### config.mk
export PLATFORM = sky130hd
export DESIGN_NAME = irq_ctrl
export DESIGN_NICKNAME = d
export VERILOG_FILES = /design/src/rtl/irq_ctrl_pkg.sv /design/src/rtl/irq_prio_enc.sv /design/src/rtl/irq_ctrl.sv
export SDC_FILE = /design/constraint.sdc
export NUM_CORES = 1
export LEC_CHECK = 0
export ABC_CLOCK_PERIOD_IN_PS = 1300
export CAP_MARGIN = 20
export CORE_MARGIN = 5
export CORE_UTILIZATION = 40
export DETAILED_ROUTE_END_ITERATION = 6
export PLACE_DENSITY = 0.77
export SLEW_MARGIN = 20
export SYNTH_ARGS = -nofsm -noshare
export SYNTH_HDL_FRONTEND = slang
export SYNTH_SLANG_ARGS = --single-unit
### constraint.sdc
create_clock -name clk -period 1.3 [get_ports clk]
set_clock_uncertainty 0.1 [all_clocks]
set_input_delay 0.195 -clock clk [delete_from_list [all_inputs] [get_ports clk]]
set_output_delay 0.195 -clock clk [all_outputs]
set_load 0.02 [all_outputs]
### src/rtl/irq_ctrl_pkg.sv
// Shared types and constants for the four-source interrupt controller.
package irq_ctrl_pkg;

  typedef enum logic [1:0] {
    IDLE    = 2'd0,
    PEND    = 2'd1,
    SERVICE = 2'd2
  } irq_state_t;

  localparam logic CFG_MASK = 1'b0;
  localparam logic CFG_CLR  = 1'b1;

  localparam int GIE_BIT = 7;

  // Field positions within the software-visible status byte
  localparam int STAT_PEND_LSB  = 0;
  localparam int STAT_ID_LSB    = 4;
  localparam int STAT_REQ_BIT   = 6;
  localparam int STAT_INSVC_BIT = 7;

endpackage

### src/rtl/irq_prio_enc.sv
// Fixed-priority encoder: the lowest set request index wins.
module irq_prio_enc
(
  input  logic [3:0] req,
  output logic [1:0] idx,
  output logic       valid
);

  always_comb begin
    idx   = 2'd0;
    valid = 1'b1;
    if (req[0])      idx = 2'd0;
    else if (req[1]) idx = 2'd1;
    else if (req[2]) idx = 2'd2;
    else if (req[3]) idx = 2'd3;
    else             valid = 1'b0;
  end

endmodule

### src/rtl/irq_ctrl.sv
// Four-source edge-triggered interrupt controller with mask, global enable and service tracking.
// Optional input synchronizer enabled by defining IRQ_CTRL_SYNC_EN.
module irq_ctrl
  import irq_ctrl_pkg::*;
#(
  parameter int               VEC_W      = 10,
  parameter logic [VEC_W-1:0] VEC_BASE   = 10'h3C0,
  parameter int               VEC_STRIDE = 4
)
(
  input  logic             clk,
  input  logic             reset,
  input  logic [3:0]       src_irq,
  input  logic             cfg_we,
  input  logic             cfg_sel,
  input  logic [7:0]       cfg_data,
  input  logic             irq_ack,
  input  logic             irq_ret,
  output logic             irq_req,
  output logic [VEC_W-1:0] irq_vec,
  output logic [1:0]       irq_id,
  output logic [7:0]       status
);

  logic [3:0] src_s;
  logic [3:0] src_d;
  logic [3:0] src_edge;
  logic [3:0] pending;
  logic [3:0] mask;
  logic       gie;
  logic [3:0] eligible;
  logic [1:0] winner;
  logic       winner_valid;
  logic [3:0] w1c_clr;
  logic [3:0] ack_clr;
  logic       ack_take;
  logic       load_req;
  logic       unused_cfg;

  irq_state_t state, state_nxt;

  assign unused_cfg = ^cfg_data[6:4];

`ifdef IRQ_CTRL_SYNC_EN
  logic [3:0] sync_q1;
  logic [3:0] sync_q2;

  always_ff @(posedge clk) begin
    if (reset) begin
      sync_q1 <= '0;
      sync_q2 <= '0;
    end else begin
      sync_q1 <= src_irq;
      sync_q2 <= sync_q1;
    end
  end

  assign src_s = sync_q2;
`else
  assign src_s = src_irq;
`endif

  assign src_edge = src_s & ~src_d;
  assign eligible = pending & mask & {4{gie}};
  assign ack_take = (state == PEND) && irq_ack;
  assign w1c_clr  = (cfg_we && cfg_sel == CFG_CLR) ? cfg_data[3:0] : 4'b0000;
  assign ack_clr  = ack_take ? (4'b0001 << irq_id) : 4'b0000;

  irq_prio_enc u_prio (
    .req   (eligible),
    .idx   (winner),
    .valid (winner_valid)
  );

  // A fresh edge wins over any clear landing on the same bit, so the source re-pends
  always_ff @(posedge clk) begin
    if (reset) begin
      src_d   <= '0;
      pending <= '0;
      mask    <= '0;
      gie     <= 1'b0;
    end else begin
      src_d   <= src_s;
      pending <= (pending & ~(w1c_clr | ack_clr)) | src_edge;
      if (cfg_we && cfg_sel == CFG_MASK) begin
        mask <= cfg_data[3:0];
        gie  <= cfg_data[GIE_BIT];
      end
    end
  end

  always_ff @(posedge clk) begin
    if (reset) state <= IDLE;
    else       state <= state_nxt;
  end

  always_comb begin
    state_nxt = state;
    load_req  = 1'b0;
    case (state)
      IDLE: begin
        if (winner_valid) begin
          state_nxt = PEND;
          load_req  = 1'b1;
        end
      end
      PEND:    if (irq_ack) state_nxt = SERVICE;
      SERVICE: if (irq_ret) state_nxt = IDLE;
      default: state_nxt = IDLE;
    endcase
  end

  // Id and vector are captured once on PEND entry and held until the next request
  always_ff @(posedge clk) begin
    if (reset) begin
      irq_id  <= '0;
      irq_vec <= '0;
    end else if (load_req) begin
      irq_id  <= winner;
      irq_vec <= VEC_BASE + VEC_W'(winner) * VEC_W'(VEC_STRIDE);
    end
  end

  assign irq_req = (state == PEND);

  always_comb begin
    status = '0;
    status[STAT_PEND_LSB +: 4] = pending;
    status[STAT_ID_LSB +: 2]   = irq_id;
    status[STAT_REQ_BIT]       = (state == PEND);
    status[STAT_INSVC_BIT]     = (state == SERVICE);
  end

endmodule
==> results.sh, run 1 <==
export IMPL_outcome="complete, but fails checks"
export IMPL_violations="setup timing"
export IMPL_rr_endpoint="irq_id[0]"
export IMPL_synthSimpleGateAreaFrac=0.242
export IMPL_clk_pin_slew_ns=0.10
export IMPL_initial_core_util=0.422
export IMPL_place_gp_congestion=0.781
export IMPL_yosys_register_bits=18
export IMPL_p_int_mw=0.852
export IMPL_holdCritStartpoint="src_irq[2]"
export IMPL_antenna_cells=0
export IMPL_yosysWarningCount=0
export IMPL_required_ns=1.41
export IMPL_numPortBuffers=31
export IMPL_yosysSeqAreaShare=0.430
export IMPL_drive_gt1_frac=0.365
export IMPL_n_fill_cell=176
export IMPL_grt_overflow=0
export IMPL_cts_hold_buf=0
export IMPL_maxCapViolations=0
export IMPL_cp_max_fo=3
export IMPL_r2r_cells=4
export IMPL_top_layer="met4"
export IMPL_final_nets=145
export IMPL_setup_ws_ns=-0.000612
export IMPL_instances_no_fill=153
export IMPL_synth_compound_area_share=0.123
export IMPL_synth_top_family_by_area="simple AND/OR/NAND/NOR gates"
export IMPL_p_clk_frac=0.301
export IMPL_syn_avg_cell_area_sq_um=9.51
export IMPL_p_seq_frac=0.534
export IMPL_cts_buffers=3
export IMPL_cp_arrival_ns=1.41
export IMPL_rsz0062_at_grt="yes"
export IMPL_hold_depth=2
export IMPL_synth_xor_xnor_area_share=0
export IMPL_via_per_inst=4.64
export IMPL_drt_iter0_drc=11
export IMPL_grt_usage=0.127
export IMPL_cts_num_sinks=18
export IMPL_timing_rr_start="state[1]"
export IMPL_worstSetupPathType="reg -> reg"
export IMPL_dp_hpwl_microns=1470
export IMPL_place_ws_ns=-0.133
export IMPL_antenna_found_initial=0
export IMPL_die_area_sq_mm=0.00311
export IMPL_netSwitchingPower_mw=0.270
export IMPL_powerDensity_mw_per_mm2=916
export IMPL_vdd_ir_drop_max_uv=564
export IMPL_synth_mux_area_frac=0.0717
export IMPL_drc_errors=0
export IMPL_ys_types=27
export IMPL_cts_htree_levels=1
export IMPL_final_core_util=0.617
export IMPL_grt_pass1_vias=714
export IMPL_timing_hold_violations_final=0
export IMPL_wl_per_cell_microns=12.1
export IMPL_rows=16
export IMPL_die_y_microns=55.7
export IMPL_root_buffer="clkbuf_4"
export IMPL_area_delta_synth_final_pct=46.2
export IMPL_core_sq_mm=0.00198
export IMPL_pwr_share_comb=0.165
export IMPL_dp_cells=148
export IMPL_grt_max_degree=11
export IMPL_hold_class="in -> reg"
export IMPL_drv_slew=0
export IMPL_pin_count=39
export IMPL_drtPass1Iterations=4
export IMPL_placed_area_sq_mm=0.00119
export IMPL_wl_met1_microns=780
export IMPL_p_leak_nw=0.542
export IMPL_insertion_delay_ns=0.29
export IMPL_period_share=1.00
export IMPL_period_minus_slack_ns=1.30
export IMPL_synth_fa_ha_area_frac=0
export IMPL_hold_path_end="src_d[2]"
export IMPL_die_w_microns=55.7
export IMPL_setup_viol=1
export IMPL_max_clock_path_buffers=2
export IMPL_cp_start_kind="flop"
export IMPL_netlist_area_sq_um=837
export IMPL_fin_setup_tns_ns=-0.000612
export IMPL_grt_pass1_wl_microns=3270
export IMPL_routed_wl_met2_microns=902
export IMPL_netlist_instances=88
export IMPL_fin_area_sq_mm=0.00122
export IMPL_routed_via_count=710
export IMPL_max_freq_mhz=769
export IMPL_swShare=0.240
export IMPL_r2r_slack_ns=-0.0006
export IMPL_cts_tree="yes"
export IMPL_met3_length_microns=157
export IMPL_ant_nets=0
export IMPL_drt_total_wl_microns=1850
export IMPL_crit_path_end_kind="flop"
## cells in the mapped netlist
library cell | instances | area [sq um]
dfxtp_1 | 18 | 360
nand2_1 | 4 | 15.0
nand4_1 | 1 | 6.26
nor2b_4 | 1 | 13.8
nand2b_1 | 1 | 6.26
nor3b_2 | 1 | 12.5
o211a_1 | 1 | 10.0
nand3b_1 | 2 | 15.0
o21a_1 | 1 | 7.51
and2_4 | 1 | 8.76
buf_4 | 12 | 90.1
inv_1 | 2 | 7.51
a41o_1 | 3 | 30.0
a211oi_1 | 1 | 7.51
nor3_1 | 1 | 5.00
a21oi_1 | 2 | 10.0
o2bb2ai_1 | 1 | 8.76
conb_1 | 1 | 3.75
a22o_1 | 1 | 8.76
buf_2 | 2 | 10.0
nor2_1 | 7 | 26.3
nand3_1 | 6 | 30.0
mux2i_1 | 6 | 60.1
nor2b_1 | 9 | 56.3
a32o_1 | 1 | 10.0
a22o_2 | 1 | 10.0
and2b_1 | 1 | 7.51
## cells in the final DEF, fill, tap and decap left out, types with 2 or more instances in the layout
| cell | n |
|---|---|
| dfxtp_1 | 11 |
| clkbuf_2 | 9 |
| buf_6 | 5 |
| conb_1 | 4 |
| nor2_1 | 7 |
| nand2_1 | 4 |
| nand3_1 | 6 |
| clkbuf_4 | 3 |
| a41o_1 | 3 |
| clkdlybuf4s50_1 | 14 |
| a21oi_1 | 2 |
| nand3b_1 | 2 |
| mux2i_1 | 6 |
| nor2b_1 | 9 |
| dfxtp_2 | 6 |
| clkdlybuf4s15_2 | 5 |
| buf_4 | 12 |
| inv_1 | 2 |
## critical path: stages, from the launching register on
cell and delay [ns]:
dfxtp_4 0.37, buf_6 0.12, nor3b_4 0.21, o21a_1 0.21, mux2i_1 0.22
## state kept, by name, indices dropped and copies added, names as in the netlist
name / flops
irq_id: 1
state: 2
mask: 4
gie: 1
irq_vec: 2
src_d: 4
pending: 4
## cell type report
cell class	count	area, sq um	area share
Tap cell	27	33.8	0.0276
Sequential cell	18	372	0.304
Multi-Input combinational cell	57	387	0.316
Timing Repair Buffer	45	388	0.317
Inverter	2	7.51	0.00613
Clock buffer	4	36.3	0.0297
## cells by family after synthesis
kind of cell	count (synthesis)
buffers and inverters	16
AO/OA/AOI/OAI	12
flip-flops	18
other	1
multiplexers	6
AND/OR/NAND/NOR	35
## metrics by stage
stage / total power, mW / hold WS, ns
final: 1.12 / 0.362
after global routing: 1.18 / 0.357
after CTS: 1.13 / 0.354
after detailed placement: 0.805 / 0.351
after global placement: 0.802 / 0.342
after floorplan: 0.705 / 0.174
## power groups by stage
stage,Combinational [mW],Sequential (mW),Clock (mW)
after global placement,0.192,0.610,0
final,0.185,0.598,0.338
after floorplan,0.0818,0.623,0
after global routing,0.201,0.603,0.374
after detailed placement,0.194,0.612,0
after CTS,0.189,0.599,0.345
## worst max path at each step
stage,from,end,slack (ns),cells after the start
6_report,state[1],irq_id[0],-0.0006,4
4_1_cts,irq_id[0],status[4],-0.04,1
2_1_floorplan,pending[3],state[0],0.02,3
5_1_grt,state[1],irq_id[0],-0.06,4
3_5_place_dp,state[1],status[7],-0.13,2
3_3_place_gp,state[1],status[7],-0.12,2
## layer usage
layer / up-vias / global-route usage
li1: 365 / -
met1: 318 / 0.148
met2: 25 / 0.216
met3: 2 / 0.0487
met4: 0 / 0.0313
met5: - / 0
## timing repair
item	in CTS	in global routing
gates resized for setup	44	27
endpoints found under the hold margin	0	0
endpoints found under the setup margin	18	22
pin swaps	0	4
buffers inserted	0	1
Note: power is estimated with default switching activity, not from simulation.
==> run 2: changes to the inputs <==
- SKIP_CTS_REPAIR_TIMING: not set -> 1
==> run 2 against run 1 <==
  * The flow now finishes without violations
  * Clock power barely moved
  * Worst setup slack better by 0.0024 ns
  * Worst hold slack better by 0.00065 ns
  * Count of clock-buffer cells in the layout is the same
  * Total power grew 0.47%
  * Final area rose by 3.6%
  * Global-route usage decreased by 0.14 points
  * Register-to-register slack is essentially flat
  * Final cell count shrank 0.65%
  * First-iteration DRC count grew 18%
  * Highest routed layer unchanged
==> results.sh, run 2 (same netlist as run 1, synthesis figures left out) <==
export IMPL_cp_arrival_ns=1.41
export IMPL_drv_slew=0
export IMPL_worstSetupPathType="reg -> reg"
export IMPL_place_ws_ns=-0.133
export IMPL_period_minus_slack_ns=1.30
export IMPL_p_leak_nw=0.743
export IMPL_p_clk_frac=0.299
export IMPL_antenna_cells=0
export IMPL_fin_setup_tns_ns=0
export IMPL_crit_end="irq_id[0]"
export IMPL_n_fill_cell=170
export IMPL_fin_area_sq_mm=0.00127
export IMPL_netSwitchingPower_mw=0.268
export IMPL_setup_viol=0
export IMPL_hold_class="in -> reg"
export IMPL_via_per_inst=4.77
export IMPL_r2r_slack_ns=0.002
export IMPL_swShare=0.238
export IMPL_cp_max_fo=3
export IMPL_drt_iter0_drc=13
export IMPL_place_gp_congestion=0.781
export IMPL_cts_num_sinks=18
export IMPL_die_y_microns=55.7
export IMPL_cp_start_kind="flop"
export IMPL_rows=16
export IMPL_timing_rr_start="state[1]"
export IMPL_initial_core_util=0.422
export IMPL_grt_max_degree=11
export IMPL_final_nets=144
export IMPL_cts_buffers=3
export IMPL_maxCapViolations=0
export IMPL_period_share=0.999
export IMPL_top_regs="mask (4), pending (4), src_d (4)"
export IMPL_final_cell_mix="15 x dfxtp_1, 14 x clkdlybuf4s50_1, 13 x dlymetal6s2s_1"
export IMPL_die_area_sq_mm=0.00311
export IMPL_placed_area_sq_mm=0.00119
export IMPL_grt_overflow=0
export IMPL_insertion_delay_ns=0.29
export IMPL_crit_path_start="state[1]"
export IMPL_cts_htree_levels=1
export IMPL_max_freq_mhz=770
export IMPL_p_int_mw=0.858
export IMPL_powerDensity_mw_per_mm2=889
export IMPL_rsz0062_at_grt="yes"
export IMPL_max_clock_path_buffers=2
export IMPL_drt_total_wl_microns=1860
export IMPL_numPortBuffers=31
export IMPL_outcome="completed"
export IMPL_grt_usage=0.125
export IMPL_timing_hold_violations_final=0
export IMPL_vdd_ir_drop_max_uv=564
export IMPL_die_w_microns=55.7
export IMPL_pwr_share_comb=0.171
export IMPL_root_buffer="clkbuf_4"
export IMPL_area_delta_synth_final_pct=51.4
export IMPL_drc_errors=0
export IMPL_clk_pin_slew_ns=0.10
export IMPL_max_stage_delay_ns=0.37
export IMPL_p_seq_frac=0.530
export IMPL_p_total_mw=1.13
export IMPL_dp_hpwl_microns=1470
export IMPL_pin_count=39
export IMPL_required_ns=1.41
export IMPL_critPathSlowestCell="dfxtp_4"
export IMPL_setup_ws_ns=0.00180
export IMPL_ant_nets=0
export IMPL_grt_pass1_vias=704
export IMPL_holdCritStartpoint="src_irq[2]"
export IMPL_crit_path_end_kind="flop"
export IMPL_drtPass1Iterations=4
export IMPL_path_cells="buf_6 > nor3b_4 > o21a_1 > mux2i_1"
export IMPL_drive_gt1_frac=0.224
export IMPL_final_common_cell="dfxtp_1"
export IMPL_wl_per_cell_microns=12.2
export IMPL_routed_via_count=725
export IMPL_final_core_util=0.640
export IMPL_r2r_cells=4
export IMPL_cts_tree="yes"
export IMPL_core_sq_mm=0.00198
export IMPL_grt_pass1_wl_microns=3230
export IMPL_antenna_found_initial=0
export IMPL_rr_endpoint="irq_id[0]"
[run 2: worst min-delay path by stage]
stage	end	slack, ns	cells past startpoint
final	src_d[2]	0.36	2
after global routing	src_d[2]	0.36	2
after CTS	src_d[2]	0.35	2
after detailed placement	pending[0]	0.35	2
after global placement	pending[0]	0.34	2
after floorplan	src_d[1]	0.17	1
[run 2: power groups by stage]
stage               Combinational (mW)  Clock (mW)  Sequential (mW)
floorplan                       0.0818           0            0.623
global placement                 0.192           0            0.610
detailed placement               0.194           0            0.612
CTS                              0.195       0.345            0.599
global route                     0.210       0.374            0.602
finish                           0.193       0.337            0.597
[run 2: per-layer routing]
metal	track usage	up-vias	wire length [microns]
li1	-	361	-
met2	0.215	25	934
met4	0.0313	0	10
met3	0.0487	2	150
met5	0	-	0
met1	0.145	337	762
[run 2: final cells by class]
cell class                 count  area, sq um  share of cell area
clock buffer                   4         36.3              0.0286
sequential                    18          367               0.289
tap                           27         33.8              0.0267
inverter                       2         7.51             0.00592
multi-input combinational     57          387               0.305
timing repair buffer          44          437               0.345
[run 2: critical path, delay by kind of cell, from the launching register on]
| kind | cells | cell delay [ns] |
|---|---|---|
| and+or+nand+nor | 1 | 0.21 |
| DFF | 1 | 0.37 |
| buffers and inverters | 1 | 0.11 |
| AOI/OAI and AO/OA | 1 | 0.21 |
| muxes | 1 | 0.23 |
[run 2: per-stage QoR]
stage | cells | hold WS (ns)
after global routing | 152 | 0.357
after detailed placement | 148 | 0.351
after global placement | 148 | 0.342
final | 152 | 0.363
after CTS | 152 | 0.354
after floorplan | 91 | 0.174
